`src/rtl/seq_game_pkg.sv`:
```
`default_nettype none
// +--------------------------------------------------------------------------+
// | Module : seq_game_pkg                                                    |
// | Desc   : State encoding, LFSR constants and symbol helper functions      |
// |          shared by the memory-sequence game core.                        |
// | Rev    : 1.0  initial release                                            |
// +--------------------------------------------------------------------------+
package seq_game_pkg;

  // Controller states
  localparam logic [2:0] S_IDLE     = 3'd0;
  localparam logic [2:0] S_ADD      = 3'd1;
  localparam logic [2:0] S_PLAY_ON  = 3'd2;
  localparam logic [2:0] S_PLAY_OFF = 3'd3;
  localparam logic [2:0] S_WAIT_IN  = 3'd4;
  localparam logic [2:0] S_WIN      = 3'd5;
  localparam logic [2:0] S_LOSE     = 3'd6;

  // Fibonacci taps at bits 15, 13, 12 and 10
  localparam logic [15:0] LFSR_TAPS  = 16'hB400;
  // Reset value, also substituted for an all-zero seed (the lock-up state)
  localparam logic [15:0] LFSR_RESET = 16'h0001;

  // One LFSR step: shift left, feedback into bit 0
  function automatic logic [15:0] lfsr_next(input logic [15:0] l);
    return {l[14:0], ^(l & LFSR_TAPS)};
  endfunction

  // Bit k of the one-hot decode of a symbol
  function automatic logic sym_hit(input logic [4:0] sym, input int unsigned k);
    return {27'd0, sym} == k;
  endfunction

  // True when exactly one bit of v is set
  function automatic logic is_one_hot(input logic [31:0] v);
    return (v != 32'd0) && ((v & (v - 32'd1)) == 32'd0);
  endfunction

endpackage
`default_nettype wire

```
`src/rtl/seq_game_engine_lfsr16.sv`:
```
`default_nettype none
// +--------------------------------------------------------------------------+
// | Module : lfsr16                                                          |
// | Desc   : 16-bit Fibonacci LFSR with seed load and step enable.           |
// |          A zero seed is replaced by 16'h0001.                            |
// | Rev    : 1.0  initial release                                            |
// +--------------------------------------------------------------------------+
module lfsr16
  import seq_game_pkg::*;
(
  input  logic        clk,
  input  logic        reset,
  input  logic        load,
  input  logic        enable,
  input  logic [15:0] seed,
  output logic [15:0] state
);

  // Load has priority over stepping; zero seed would lock the register up
  always_ff @(posedge clk) begin
    if (reset) begin
      state <= LFSR_RESET;
    end else if (load) begin
      state <= (seed == 16'h0000) ? LFSR_RESET : seed;
    end else if (enable) begin
      state <= lfsr_next(state);
    end
  end

endmodule
`default_nettype wire

```
`src/rtl/seq_game_engine.sv`:
```
`default_nettype none
// +--------------------------------------------------------------------------+
// | Module : seq_game_engine                                                 |
// | Desc   : Memory-sequence game core. Appends one LFSR symbol per round,   |
// |          replays the stored sequence on leds, then checks key presses    |
// |          symbol by symbol with a per-press timeout.                      |
// | Rev    : 1.0  initial release                                            |
// +--------------------------------------------------------------------------+
module seq_game_engine
  import seq_game_pkg::*;
#(
  parameter  int N_KEYS        = 4,
  parameter  int MAX_ROUNDS    = 16,
  parameter  int TIMEOUT_TICKS = 10,
  localparam int SYM_W         = $clog2(N_KEYS),
  localparam int RND_W         = $clog2(MAX_ROUNDS + 1)
)(
  input  logic              clock_50,
  input  logic              reset,
  input  logic              start,
  input  logic [15:0]       seed,
  input  logic              tick_play,
  input  logic              tick_sec,
  input  logic [N_KEYS-1:0] btn,
  output logic [N_KEYS-1:0] leds,
  output logic [RND_W-1:0]  round,
  output logic              user_turn,
  output logic              match,
  output logic              win,
  output logic              lose,
  output logic              end_time
);

  localparam int IDX_W = (MAX_ROUNDS > 1) ? $clog2(MAX_ROUNDS) : 1;
  localparam int TMR_W = (TIMEOUT_TICKS > 1) ? $clog2(TIMEOUT_TICKS) : 1;
  localparam logic [TMR_W-1:0] TMR_LAST  = TMR_W'(TIMEOUT_TICKS - 1);
  localparam logic [RND_W-1:0] RND_FINAL = RND_W'(MAX_ROUNDS);

  logic [2:0]        state;
  logic [IDX_W-1:0]  idx;
  logic [TMR_W-1:0]  timer;
  logic [SYM_W-1:0]  seq_mem [MAX_ROUNDS];

  logic [15:0]       lfsr_state;
  logic [SYM_W-1:0]  new_sym;
  logic              lfsr_hi_unused;
  logic              start_ok;
  logic [SYM_W-1:0]  rd_sym;
  logic [N_KEYS-1:0] exp_oh;
  logic              idx_last;
  logic              press_ok;

  // Start is honoured only from a resting state
  assign start_ok = start && ((state == S_IDLE) || (state == S_WIN) || (state == S_LOSE));

  lfsr16 u_lfsr (
    .clk    (clock_50),
    .reset  (reset),
    .load   (start_ok),
    .enable (state == S_ADD),
    .seed   (seed),
    .state  (lfsr_state)
  );

  // The high LFSR bits only feed the shift chain, never the symbol
  assign new_sym        = lfsr_state[SYM_W-1:0];
  assign lfsr_hi_unused = ^lfsr_state[15:SYM_W];

  // Symbol under the cursor, decoded to one-hot for playback and compare
  assign rd_sym = seq_mem[idx];

  for (genvar k = 0; k < N_KEYS; k++) begin : g_onehot
    assign exp_oh[k] = sym_hit(5'(rd_sym), k);
  end

  assign idx_last = (RND_W'(idx) == (round - RND_W'(1)));
  assign press_ok = is_one_hot(32'(btn)) && (btn == exp_oh);

  // Sequence store: written only while appending; deliberately not reset
  always_ff @(posedge clock_50) begin
    if (state == S_ADD) begin
      seq_mem[round[IDX_W-1:0]] <= new_sym;
    end
  end

  // Controller and round/cursor/timer datapath
  always_ff @(posedge clock_50) begin
    if (reset) begin
      state    <= S_IDLE;
      round    <= '0;
      idx      <= '0;
      timer    <= '0;
      match    <= 1'b0;
      win      <= 1'b0;
      lose     <= 1'b0;
      end_time <= 1'b0;
    end else begin
      match <= 1'b0;
      case (state)
        S_IDLE, S_WIN, S_LOSE: begin
          if (start) begin
            round    <= '0;
            win      <= 1'b0;
            lose     <= 1'b0;
            end_time <= 1'b0;
            state    <= S_ADD;
          end
        end
        S_ADD: begin
          round <= round + RND_W'(1);
          idx   <= '0;
          state <= S_PLAY_ON;
        end
        S_PLAY_ON: begin
          if (tick_play) begin
            state <= S_PLAY_OFF;
          end
        end
        S_PLAY_OFF: begin
          if (tick_play) begin
            if (idx_last) begin
              idx   <= '0;
              timer <= '0;
              state <= S_WAIT_IN;
            end else begin
              idx   <= idx + IDX_W'(1);
              state <= S_PLAY_ON;
            end
          end
        end
        S_WAIT_IN: begin
          // A press wins over a simultaneous timeout tick
          if (btn != '0) begin
            if (press_ok) begin
              if (idx_last) begin
                match <= 1'b1;
                if (round == RND_FINAL) begin
                  win   <= 1'b1;
                  state <= S_WIN;
                end else begin
                  state <= S_ADD;
                end
              end else begin
                idx   <= idx + IDX_W'(1);
                timer <= '0;
              end
            end else begin
              lose     <= 1'b1;
              end_time <= 1'b0;
              state    <= S_LOSE;
            end
          end else if (tick_sec) begin
            if (timer == TMR_LAST) begin
              lose     <= 1'b1;
              end_time <= 1'b1;
              state    <= S_LOSE;
            end else begin
              timer <= timer + TMR_W'(1);
            end
          end
        end
        default: begin
          state <= S_IDLE;
        end
      endcase
    end
  end

  // Output decode: playback symbol, key echo while waiting, otherwise dark
  always_comb begin
    leds      = '0;
    user_turn = 1'b0;
    case (state)
      S_PLAY_ON: leds = exp_oh;
      S_WAIT_IN: begin
        leds      = btn;
        user_turn = 1'b1;
      end
      default: ;
    endcase
  end

endmodule
`default_nettype wire

```
`config.mk`:
```
export PLATFORM = sky130hd
export DESIGN_NAME = seq_game_engine
export DESIGN_NICKNAME = d
export VERILOG_FILES = /design/src/rtl/seq_game_pkg.sv /design/src/rtl/seq_game_engine_lfsr16.sv /design/src/rtl/seq_game_engine.sv
export SDC_FILE = /design/constraint.sdc
export NUM_CORES = 1
export LEC_CHECK = 0
export ABC_AREA = 1
export BUFFER_PORTS_ARGS = -buffer_cell sky130_fd_sc_hd__buf_2
export CORE_UTILIZATION = 40
export CTS_BUF_LIST = sky130_fd_sc_hd__clkbuf_8
export DETAILED_ROUTE_END_ITERATION = 10
export PLACE_DENSITY = 0.61
export SYNTH_ARGS = -nofsm -noshare
export SYNTH_HDL_FRONTEND = slang
export SYNTH_SLANG_ARGS = --single-unit
```
`constraint.sdc`:
```
create_clock -name clock_50 -period 3.1 [get_ports clock_50]
set_input_delay 0.62 -clock clock_50 [delete_from_list [all_inputs] [get_ports clock_50]]
set_output_delay 0.62 -clock clock_50 [all_outputs]
set_load 0.01 [all_outputs]
```
# --- After elaboration in Yosys (flattened, before gate mapping) ---
# Memories as Yosys holds them, arrays and structs flattened. A register that Yosys moved wholly into a read port is not among the register bits.
# Cells that the tools add are included.
word_totals:
  register_bits: 36
  ramBits: 32
  memories: 1
  inputBits: 25
  output_inout_bits: 14
mem_list:
  columns: ["memory", "words", "width", "rd", "rd_ports_with_merged_regs", "wr", "line_no", "source"]
  rows:
  - ["seq_mem", 16, 2, 1, 1, 1, "seq_game_engine.sv:42", "logic [SYM_W-1:0] seq_mem [MAX_ROUNDS];"]
classes:
  add_sub_neg: 5
  n_eq_ne: 29
  muxes: 51
  reduce_logical: 24
  bitwise: 4
op_table:
  columns: ["op", "count"]
  rows:
  - ["$mux 4", 14]
  - ["$mux 16", 3]
  - ["$and 4x32->32", 1]
  - ["$logic_not 32->1", 1]
  - ["$mux 3", 10]
  - ["$ne 2x2->1 const B", 9]
  - ["$ne 3x3->1 const B", 6]
  - ["$logic_not 16->1", 1]
  - ["$pmux 4 s2", 2]
  - ["$reduce_xor 16->1", 1]
  - ["$mux 1", 15]
  - ["$pmux 3 s5", 1]
  - ["$pmux 4 s3", 1]
  - ["$reduce_and 6->1", 2]
  - ["$pmux 5 s2", 1]
  - ["$reduce_and 5->1", 2]
  - ["$eq 3x3->1 const B", 3]
  - ["$add 4x1->4 const B", 2]
  - ["$reduce_bool 2->1", 4]
  - ["$reduce_and 7->1", 1]
  - ["$eq 3x2->1 const B", 2]
  - ["$pmux 1 s2", 3]
  - ["$add 5x1->5 const B", 1]
  - ["$eq 4x5->1", 1]
  - ["20 further kinds", 26]

# --- Longest topological paths before layout ---
depth:
  ltp_word: 10
  depth_mapped: 19
  depth_no_buf: 18

# --- By module ---
# Synthesis repeated with hierarchy kept, for this count alone.
hier_totals:
  cells_unflattened: 515
  area_unflattened_um2: 3976.3
by_module_without_submodules:
  columns: ["mod", "area_per_inst_um2", "cells_per_inst", "instances", "seq_area_each_um2"]
  rows:
  - ["seq_game_engine", 3093.0, 392, 1, 1441.4]
  - ["lfsr16", 883.3, 123, 1, 320.3]

# --- Worst setup path before layout ---
# OpenSTA, ideal clock, no wires.
synth_timing:
  path_type: "register to register"
  start: "reg round[0]"
  end: "reg (tool-made name)"
  path_stages_with_launch: 12
  setup_time_ns: 0.078
  synth_period_minus_slack_ns: 2.201
  setup_slack_ns: 0.899
  path_buffers: 0
  required_time_ns: 3.022
  t_arrival_ns: 2.123
  cell_sequence: "dfxtp_1 inv_1 ha_1 or2_2 nand4_1 nor2_1 nand2_1 nor2_1 nor4_1 a21boi_2 nand3_1 a21oi_1"
synth_rtl:
  columns: ["item", "line_no", "source"]
  rows:
  - ["start: declaration", "seq_game_engine.sv:26", "output logic [RND_W-1:0] round,"]
  - ["start signal: assignment", "seq_game_engine.sv:110", "round <= round + RND_W'(1);"]

==> qor.csv <==
metric,value,unit
synth_nets,514,
r2r_slack,540,ps
fp.dieW,98.4,um
crit_chain,buf_4 > nand2_1 > nand3_1 > nand3_1 > nand3_1 > nand2_2 > inv_2 > nand2_1 > o22ai_1 > buf_2,
critical_path_buf_inv_count,3,
ys_warn_count,0,
tritoncts,yes,
routed-wl-met3,426,um
crit_path_end_kind,output pin,
cellPowerDensity,821,nW/um^2
die_h,98.4,um
finalCritPeriodShare,0.878,
cp_max_fo,14,
grt_overflow,0,
fin_worst_skew,12.5,ps
setup.worst_path.class,flip-flop to output pin,
grt_max_degree,24,
max_slew_margin,0.541,
critPathSlowestCell,dfxtp_1,
cts_root_buf,clkbuf_8,
hold_path.class,flip-flop to flip-flop,
ys_seq_elements,72,
critical-path-top-delay-family,flip-flops,
dr_wl_met2,3900,um
postCtsSetupBuffers,0,
drive_above_1_share,0.149,
drt_pre_antenna_iters,6,
regArea,1760,um^2
met1_length,4200,um
slew_viol_final,0,
syn_area_per_cell,7.71,um^2
place_congestion,0.855,
dp_cells,616,
wl,8640,um
diodes,0,
grt_pass1_wl,14800,um
io_pins,39,
dieArea,9680,um^2
detail-route-antenna-nets,0,
fillers,890,
clock_latency,350,ps
dp_hpwl,6320,um
cpMostUsedCell,nand3_1,
io_buffers,38,
cts.clk_slew.worst_paths,80,ps
multi_input_area,1640,um^2
required,2480,ps
via_per_inst,5.13,
cts_resized,0,
fin_nets,551,
layout_common_cells,"nand2_1 (121), inv_1 (53), nand3_1 (50)",
syn-cell-area,3710,um^2
min_period,2720,ps
synthCells,482,
finalHoldViolations,0,
vdd_drop_max,0.000364,V
wl_per_cell,13.7,um
fin_cells,632,
top_layer,met4,
initial_core_util,0.420,
rows,34,
outcome,completed,
cts_buffer_depth,2,
cap_violations,0,
area_delta_synth_final,12.8,%
drc,0,
start_kind,flip-flop,
grtUsageTotal,0.195,
tns,0,ps
netlist-cell-type-count,32,
hp-start,lose,
r2r-start,round[0],
via_count,3239,
antenna_found_initial,0,
grt_pass1_vias,3137,
core_region_area,8850,um^2
tightest_slew,687,ps
rsz0062_at_grt,no,
dr.first_iter.drc_count,287,
cpPeakStageDelay,670,ps
tritoncts.num_buffers,9,
cts_max_level,3,
p_leak,0.00182,uW
setup_viol,0,
cts.sinks,72,
ys_seq_area_frac,0.474,
mostFrequentLayoutCell,nand2_1,
crit_arrival,2100,ps
ctsHoldBuffers,0,
fmax,368,MHz
## synthesized netlist by cell type (all sizes together)
cell	n	area, um^2
a21oi	29	145
xnor2	5	43.8
buf	6	47.5
o221ai	3	26.3
inv	59	226
or2	3	18.8
nor4	8	71.3
nand3b	2	15.0
o21ai	28	144
nor2	52	203
xor2	5	43.8
nand3	50	250
dfxtp	40	801
o22ai	5	31.3
nor3	7	35.0
nand2	125	479
edfxtp	32	961
a21boi	1	11.3
clkbuf	10	37.5
ha	7	87.6
nand4	3	18.8
a311oi	2	17.5
## flip-flops by register name, summed over array words and instances, names as in the netlist, named ones only
register,flops
match,1
u_lfsr.state,16
state,3
seq_mem,32
round,5
win,1
idx,4
timer,4
lose,1
end_time,1
## final timing paths
kind	to	cells after the start
worst max register to register	flip-flop	11
worst min-delay path	lose	2
worst min register to register	lose	2
worst max-delay path	leds[2]	10
## metrics by stage
step | area, um^2 | total power (uW) | hold WS, ps | setup slack, ps | util
final | 4190 | 3440 | 452 | 380 | 0.473
after detailed placement | 3990 | 2710 | 445 | 609 | 0.450
after CTS | 4190 | 3460 | 458 | 360 | 0.473
after global routing | 4190 | 3720 | 497 | 169 | 0.473
after global placement | 3990 | 2680 | 438 | 580 | 0.450
after floorplan | 3710 | 2390 | 455 | 899 | -
## worst register-to-register path: stages, from the launching register on
cell and delay [ps]:
dfxtp_1 490, inv_1 140, ha_1 340, or2_2 280
nand4_1 70, nor2_1 50, nand2_1 200, nor2_1 70
nor4_1 290, a21boi_2 280, nand3_1 90, a21oi_1 180
## where the power goes
group          switching [uW]  total [uW]  internal, uW
clock network             373         751           378
logic                     822        1280           461
registers                 197        1410          1210
## metal layers
metal  GRT usage  up-vias
li1            -     1665
met2       0.306       85
met5           0        -
met4      0.0758        0
met1       0.268     1478
met3      0.0351       11
## cells by family (layout without fill, tap and decap cells)
logic type | count (synthesis) | after routing | synth area share
AOI/OAI and AO/OA | 68 | 68 | 0.101
and+or+nand+nor | 250 | 250 | 0.294
buffers and inverters | 75 | 117 | 0.0839
xor gates and xnor gates | 10 | 10 | 0.0236
adders and majority gates | 7 | 7 | 0.0236
DFF | 72 | 72 | 0.474
## cell type report
class	instances	area share
Clock buffer	9	0.0296
Inverter	59	0.0541
Tap cell	108	0.0323
Timing Repair Buffer	42	0.0526
Multi-Input combinational cell	335	0.392
Sequential cell	72	0.421
Clock inverter	7	0.0191
No activity file was read; power rests on OpenSTA's default activity.
